$ cat config.mk
export PLATFORM = sky130hd
export DESIGN_NAME = captura_operandos
export DESIGN_NICKNAME = d
export VERILOG_FILES = /design/src/rtl/captura_pkg.sv /design/src/rtl/sync_edge.sv /design/src/rtl/captura_operandos.sv
export SDC_FILE = /design/constraint.sdc
export NUM_CORES = 1
export LEC_CHECK = 0
export ABC_CLOCK_PERIOD_IN_PS = 4680
export CAP_MARGIN = 20
export CORE_MARGIN = 1
export CORE_UTILIZATION = 45
export CTS_BUF_LIST = sky130_fd_sc_hd__clkbuf_16
export DETAILED_ROUTE_END_ITERATION = 6
export GPL_TIMING_DRIVEN = 0
export PLACE_DENSITY = 0.76
export RECOVER_POWER = 50
export SYNTH_ARGS = -nofsm -noshare
export SYNTH_HDL_FRONTEND = slang
export SYNTH_SLANG_ARGS = --single-unit
$ cat constraint.sdc
create_clock -name clk -period 4.68 [get_ports clk]
set_input_delay 1.17 -clock clk [delete_from_list [all_inputs] [get_ports clk]]
set_output_delay 1.17 -clock clk [all_outputs]
set_load 0.02 [all_outputs]
$ cat src/rtl/captura_pkg.sv
// Shared key codes, FSM state type and key classification for captura_operandos.
package captura_pkg;

  localparam logic [3:0] KEY_ENTER = 4'hA;
  localparam logic [3:0] KEY_CLEAR = 4'hB;
  localparam logic [3:0] KEY_BACK  = 4'hC;

  typedef enum logic [1:0] {
    S_OPA,
    S_OPB,
    S_SEND
  } cap_state_t;

  function automatic logic is_digit(input logic [3:0] code);
    return code <= 4'd9;
  endfunction

endpackage

$ cat src/rtl/sync_edge.sv
// 2-FF synchronizer plus rising-edge pulse for the asynchronous key strobe.
module sync_edge (
  input  logic clk,
  input  logic rst,
  input  logic async_in,
  output logic key_evt
);

  logic       s1;
  logic       s2;
  logic       s3;
  logic [1:0] warm;

  // NOTE: every flop, including the edge-detect history, is reset; a strobe
  // already high at reset release is masked until the history has reloaded,
  // so it never looks like a fresh press.
  always_ff @(posedge clk or posedge rst) begin
    if (rst) begin
      s1   <= 1'b0;
      s2   <= 1'b0;
      s3   <= 1'b0;
      warm <= 2'd0;
    end else begin
      s1 <= async_in;
      s2 <= s1;
      s3 <= s2;
      if (warm != 2'd3) warm <= warm + 2'd1;
    end
  end

  assign key_evt = s2 & ~s3 & (warm == 2'd3);

endmodule

$ cat src/rtl/captura_operandos.sv
// Assembles two BCD operands from keypad events and hands them off via valid/ready.
// Optional backspace key (0xC) enabled by defining CAPTURA_BACKSPACE_EN.
module captura_operandos
  import captura_pkg::*;
#(
  parameter int NDIG = 3
) (
  input  logic                        clk,
  input  logic                        rst,
  input  logic                        key_strobe,
  input  logic [3:0]                  key_code,
  output logic [4*NDIG-1:0]           op_a,
  output logic [4*NDIG-1:0]           op_b,
  output logic                        op_valid,
  input  logic                        op_ready,
  output logic [4*NDIG-1:0]           disp_bcd,
  output logic                        sel_b,
  output logic [$clog2(NDIG+1)-1:0]   digit_cnt
);

  localparam int W  = 4 * NDIG;
  localparam int CW = $clog2(NDIG + 1);

  cap_state_t state;
  logic       key_evt;
  logic       add_digit;
  logic       do_enter;
  logic       do_clear;
  logic       back_hit;

  sync_edge u_sync (
    .clk      (clk),
    .rst      (rst),
    .async_in (key_strobe),
    .key_evt  (key_evt)
  );

  // key_code is stable while the strobe is high, so it is read in the event cycle.
  assign add_digit = key_evt && is_digit(key_code) && (digit_cnt < CW'(NDIG))
                     && (state != S_SEND);
  assign do_enter  = key_evt && (key_code == KEY_ENTER);
  assign do_clear  = (key_evt && (key_code == KEY_CLEAR))
                     || ((state == S_SEND) && op_valid && op_ready);

`ifdef CAPTURA_BACKSPACE_EN
  assign back_hit = key_evt && (key_code == KEY_BACK) && (digit_cnt != '0)
                    && (state != S_SEND);
`else
  assign back_hit = 1'b0;
`endif

  assign disp_bcd = sel_b ? op_b : op_a;

  always_ff @(posedge clk or posedge rst) begin
    if (rst) begin
      state     <= S_OPA;
      op_a      <= '0;
      op_b      <= '0;
      op_valid  <= 1'b0;
      sel_b     <= 1'b0;
      digit_cnt <= '0;
    end else if (do_clear) begin
      state     <= S_OPA;
      op_a      <= '0;
      op_b      <= '0;
      op_valid  <= 1'b0;
      sel_b     <= 1'b0;
      digit_cnt <= '0;
    end else begin
      case (state)
        S_OPA: begin
          if (add_digit) begin
            op_a      <= W'({op_a, key_code});
            digit_cnt <= digit_cnt + CW'(1);
          end else if (do_enter) begin
            state     <= S_OPB;
            sel_b     <= 1'b1;
            digit_cnt <= '0;
          end else if (back_hit) begin
            op_a      <= op_a >> 4;
            digit_cnt <= digit_cnt - CW'(1);
          end
        end
        S_OPB: begin
          if (add_digit) begin
            op_b      <= W'({op_b, key_code});
            digit_cnt <= digit_cnt + CW'(1);
          end else if (do_enter) begin
            state    <= S_SEND;
            op_valid <= 1'b1;
          end else if (back_hit) begin
            op_b      <= op_b >> 4;
            digit_cnt <= digit_cnt - CW'(1);
          end
        end
        S_SEND: ;
        default: state <= S_OPA;
      endcase
    end
  end

endmodule

==> metrics, run 1 <==
status finished, final reports clean; GP Congestion 0.834; WL final 4.09 mm; skew final 0.00778 ns; drt initial violations 84; Yosys top cell by area dfrtp_1; H-tree Lvls 2; Max Fclk 293 MHz; CTS resizes 0; critical path launch point type flop; largest cells by area after synthesis dfrtp_1, mux2_2, nand3_1; fraction of the mapped netlist area in compound gates 11.2%; FF+latch area 876 µm²; RSZ-0062 raised after global routing no; worst slew pin tran 1.01 ns; Filler cells 280; vias in the first global route 1491; DR WL/cell 15.3 µm; Worst Reg-to-Reg Cells 5; Starting Density 48.2%; relative slew slack 32.8%; synthesized flop and latch total 35; post-layout minimum cycle time 3.42 ns; Avg Inst Size Synth 10.1 µm²; Reg clk slew, reported paths 0.05 ns; # diodes 0; Final Setup Violations 0; Reg2Reg Setup Slack 2.62 ns; worst setup path class reg2out; IO Port Bufs 47; VDD IR max 0.000320 V; Slew Limit Fails 0; Die H 62.7 µm; die area 3940 µm²; Power Total 1.58 mW; Synth cell types 28; I/O pin cnt 48; Worst Path Max Fanout 10; Tot GR Track Use 24.3%; Multi-input gate area 717 µm²; final hold vios 0; sequential area share after synthesis 52.8%; Critical-path top delay cell clkdlybuf4s50_1; first-pass GRT wire length 7.22 mm; Worst path top cell family by delay buffers and inverters; synthesized cell area 1660 µm²; largest family of logic cells by synthesized area simple AND/OR/NAND/NOR gates; Crit Reg-Reg Endpoint digit_cnt[0]$_DFFE_PP0P_; WP depth 3; CTS tree done; crit path to disp_bcd[9]; Worst Path Required 3.51 ns; Core Footprint 3440 µm²; PwrDens 680 nW/µm²; post-route setup slack 1.26 ns; DR pass1 iterations 4; DP Worst Slack 1.57 ns; Cells after Synth 165; worst skew pair latency 0.28 ns; CTS sink count 35; Worst path max stage delay 0.55 ns; CP cell instances buf_1, mux2_2, clkdlybuf4s50_1; # Max-Cap Violations 0; Via density 5.52; post-synthesis mux area share 10.7%; hold buffers post-CTS 0; Synth Area in Simple Gates 19.6%; Ys Warns 0; post-synthesis xor/xnor area fraction 0.528%; critical path arrival 2.25 ns; synthesized net count 175; Routed Antenna Nets 0; site row count 21; overall die width 62.7 µm; Post-CTS Setup Inserts 0; TNS Setup 0 ns; leading cell type in the layout, fill and taps excluded dfrtp_1; commonest non-fill, non-tap cells in the layout dfrtp_1, clkdlybuf4s50_1, nand2_1, nand3_1, o21ai_1; fin nets 230; Post-Synth Adder-Cell Area 1.51%; part of the cycle the worst path needs 73.0%; antenna violations before repair 0; grt total ovfl 0; CTS Buffer Depth 2; crit path buf inv count 2; Area Growth Syn to Fin 40.2%; r2r startpoint u_sync.warm[0]$_DFFE_PP0P_; Worst setup EP type output pin; DRC Markers 0; proportion of layout cells with a drive suffix above 1 14.0%; largest net degree at the start of global routing 20; min-delay worst type reg2reg; worst setup path startpoint sel_b$_DFFE_PP0P_; HPWL after DPL 2.85 mm; top-area cell type share of the netlist area 52.8%; Static Leak 1.02 nW; vias 1475; TritonCTS Buffers 5; root buffer cell clkbuf_16
## worst min path at each step
stage                              startpoint                  end  slack [ns]  cells after the start
after floorplan           u_sync.s1$_DFF_PP0_  u_sync.s2$_DFF_PP0_        0.33                      0
after global placement    u_sync.s1$_DFF_PP0_  u_sync.s2$_DFF_PP0_        0.33                      0
after detailed placement  u_sync.s1$_DFF_PP0_  u_sync.s2$_DFF_PP0_        0.36                      0
after CTS                 u_sync.s1$_DFF_PP0_  u_sync.s2$_DFF_PP0_        0.37                      0
after global routing      u_sync.s1$_DFF_PP0_  u_sync.s2$_DFF_PP0_        0.38                      0
final                     u_sync.s1$_DFF_PP0_  u_sync.s2$_DFF_PP0_        0.37                      0
## power by group
part / internal [mW] / leakage [nW] / total [mW] / switching [mW]
clock: 0.194 / 0.0733 / 0.315 / 0.121
sequential: 0.406 / 0.446 / 0.510 / 0.105
combinational: 0.359 / 0.500 / 0.757 / 0.398
total: 0.959 / 1.02 / 1.58 / 0.624
## stage by stage
| stage | hold WS (ns) | instance area (µm²) | util (%) | std cells |
|---|---|---|---|---|
| 3_3_place_gp | 0.335 | 2190 | 63.6 | 258 |
| 5_1_grt | 0.383 | 2330 | 67.6 | 267 |
| 3_5_place_dp | 0.359 | 2220 | 64.4 | 259 |
| 4_1_cts | 0.374 | 2360 | 68.4 | 267 |
| 6_report | 0.367 | 2330 | 67.6 | 267 |
| 2_1_floorplan | 0.331 | 1660 | - | 165 |
## flip-flops by register name, summed over array words and instances (netlist names), 2 cells and up
name,cells
u_sync.warm,2
state,2
op_a,12
digit_cnt,2
op_b,12
## metal layers
metal  up-vias  wire, µm  track usage, %
met5         -         0               0
li1        694         -               -
met4         0        95            11.9
met2        55      1930            37.4
met3        12       202            5.84
met1       714      1860            32.1
## cell families after synthesis
logic type	count (synthesis)
flops	35
buf+inv	13
simple gates	65
compound gates	33
mux	16
fa+ha+maj	2
xor+xnor	1
## area by class of cell
type                            instances  share of cell area [%]
Clock inverter                          3                   0.645
Tap cell                               46                    2.47
Buffer                                 10                    2.20
Inverter                                3                   0.484
Clock buffer                            5                    5.38
Sequential cell                        35                    37.6
Multi-Input combinational cell        117                    30.8
Timing Repair Buffer                   48                    20.4
## cell usage after synthesis, drive strengths merged
cell     n
nor4     2
and2     3
nor3     1
nor2     3
a22oi    2
mux2    14
a21oi    1
clkbuf   2
dfrtp   35
nor2b    2
xnor2    1
o21a     1
ha       2
nand4b   1
a221oi   1
o211ai   1
nand3   24
inv      3
mux2i    2
nand3b   1
o21ai   26
buf      8
nand2   28
o41a     1
No activity file was read; power rests on OpenSTA's default activity.
==> inputs of run 2 (changes only) <==
--- a/config.mk
+++ b/config.mk
@@ -5,14 +5,14 @@
 export SDC_FILE = /design/constraint.sdc
 export NUM_CORES = 1
 export LEC_CHECK = 0
-export ABC_CLOCK_PERIOD_IN_PS = 4680
+export ABC_CLOCK_PERIOD_IN_PS = 2800
 export CAP_MARGIN = 20
 export CORE_MARGIN = 1
-export CORE_UTILIZATION = 45
+export CORE_UTILIZATION = 42
 export CTS_BUF_LIST = sky130_fd_sc_hd__clkbuf_16
 export DETAILED_ROUTE_END_ITERATION = 6
 export GPL_TIMING_DRIVEN = 0
-export PLACE_DENSITY = 0.76
+export PLACE_DENSITY = 0.75
 export RECOVER_POWER = 50
 export SYNTH_ARGS = -nofsm -noshare
 export SYNTH_HDL_FRONTEND = slang
==> constraint.sdc (replaced) <==
create_clock -name clk -period 2.8 [get_ports clk]
set_input_delay 0.7 -clock clk [delete_from_list [all_inputs] [get_ports clk]]
set_output_delay 0.7 -clock clk [all_outputs]
set_load 0.02 [all_outputs]
==> run 2 against run 1 <==
  * Non-clock buffer count down 1
  * Die area increased by 6.9%
  * Largest cell class unchanged
  * Core utilization decreased by 5.1 points
  * Worst hold slack worse by 0.018 ns
  * Count of clock-buffer cells in the layout is the same
  * Register-to-register slack worse by 1.9 ns
  * First-iteration DRC count is 18% lower
  * Critical path depth is 1 lower
==> metrics, run 2 (synthesized netlist as in run 1, its figures left out) <==
hold buffers post-CTS 0; Filler cells 329; DR top layer met4; Reg2Reg Setup Slack 0.68 ns; Die H 64.9 µm; GP Congestion 0.772; critical path launch point type flop; Post-CTS Setup Inserts 0; CTS sink count 35; RSZ-0062 raised after global routing no; # diodes 0; non-filler instance count after layout 268; antenna violations before repair 0; H-tree Lvls 2; Starting Density 44.7%; Placed Instances 261; site row count 22; HPWL after DPL 2.80 mm; Reg clk slew, reported paths 0.05 ns; TNS Setup 0 ns; commonest non-fill, non-tap cells in the layout dfrtp_1, clkdlybuf4s50_1, nand2_1, nand3_1, o21ai_1; Worst setup EP type output pin; I/O pin cnt 48; Worst Reg-to-Reg Cells 5; DR WL/cell 15.8 µm; DP Area 2220 µm²; die area 4210 µm²; post-layout minimum cycle time 2.64 ns; IO Port Bufs 47; Routed Antenna Nets 0; WL met1 1.90 mm; worst skew pair latency 0.28 ns; WL final 4.23 mm; status finished, final reports clean; crit path to disp_bcd[4]; Final Setup Violations 0; PwrDens 1130 nW/µm²; Static Leak 1.02 nW; DRC Markers 0; Max Fclk 379 MHz; root buffer cell clkbuf_16; r2r startpoint u_sync.warm[0]$_DFFE_PP0P_; drt initial violations 69; worst slew pin tran 1.21 ns; Final Util 62.5%; part of the cycle the worst path needs 94.2%; Area Growth Syn to Fin 39.9%; proportion of layout cells with a drive suffix above 1 13.2%; cell area after layout 2320 µm²; TritonCTS Buffers 5; met3 WL 247 µm; Core Footprint 3720 µm²; # Max-Cap Violations 0; VDD IR max 0.000617 V; fin nets 229; first-pass GRT wire length 7.00 mm; FF+latch area 876 µm²; CTS Buffer Depth 2; Worst Path Max Fanout 14; worst setup path startpoint sel_b$_DFFE_PP0P_; Worst Path Required 2.10 ns; skew final 0.00257 ns; min-delay worst type reg2reg; Via density 5.47; overall die width 64.9 µm; Regs by FF count op_a: 12 flops, op_b: 12 flops; leading cell type in the layout, fill and taps excluded dfrtp_1; Crit Reg-Reg Endpoint digit_cnt[0]$_DFFE_PP0P_; DR pass1 iterations 4; vias in the first global route 1386; final hold vios 0; Tot GR Track Use 22.4%; worst setup path class reg2out; CTS tree done; largest net degree at the start of global routing 23; critical path arrival 1.94 ns; Multi-input gate area 717 µm²; relative slew slack 19.2%; metal2 WL 2.03 mm; vias 1466; CTS resizes 0; grt total ovfl 0; Slew Limit Fails 0
run 2: critical path, cell delays in order, from the launching register on:
cell and delay [ns]:
dfrtp_1 0.71, mux2_2 0.40, clkdlybuf4s50_1 0.54
run 2: layout make-up:
cell class	count	share of cell area, %
sequential	35	37.7
multi-input combinational	117	30.9
timing repair buffer	48	20.4
clock buffer	5	5.39
tap	48	2.58
buffer	9	2.05
clock inverter	3	0.539
inverter	3	0.485
run 2: power breakdown:
part / total (mW) / switching [mW] / internal (mW)
Clock: 0.519 / 0.198 / 0.321
Sequential: 0.877 / 0.199 / 0.677
Combinational: 1.23 / 0.637 / 0.596
run 2: per-layer routing:
layer	up-vias	GRT usage (%)
met5	-	0
met4	0	7.50
met3	6	5.63
met2	53	35.9
met1	713	29.2
li1	694	-
run 2: stage by stage:
step | power [mW] | hold WS (ns) | setup WS (ns)
after floorplan | 1.52 | 0.331 | 0.815
after global placement | 2.12 | 0.333 | 0.200
after CTS | 2.67 | 0.350 | 0.130
after global routing | 2.77 | 0.366 | 0.0585
after detailed placement | 2.14 | 0.340 | 0.191
final | 2.63 | 0.349 | 0.161
run 2: worst min path at each step:
stage	end	start	depth (start not counted)	slack [ns]
after floorplan	u_sync.s2$_DFF_PP0_	u_sync.s1$_DFF_PP0_	0	0.33
after global placement	u_sync.s2$_DFF_PP0_	u_sync.s1$_DFF_PP0_	0	0.33
after detailed placement	u_sync.s2$_DFF_PP0_	u_sync.s1$_DFF_PP0_	0	0.34
after CTS	u_sync.s2$_DFF_PP0_	u_sync.s1$_DFF_PP0_	0	0.35
after global routing	u_sync.s2$_DFF_PP0_	u_sync.s1$_DFF_PP0_	0	0.37
final	u_sync.s2$_DFF_PP0_	u_sync.s1$_DFF_PP0_	0	0.35
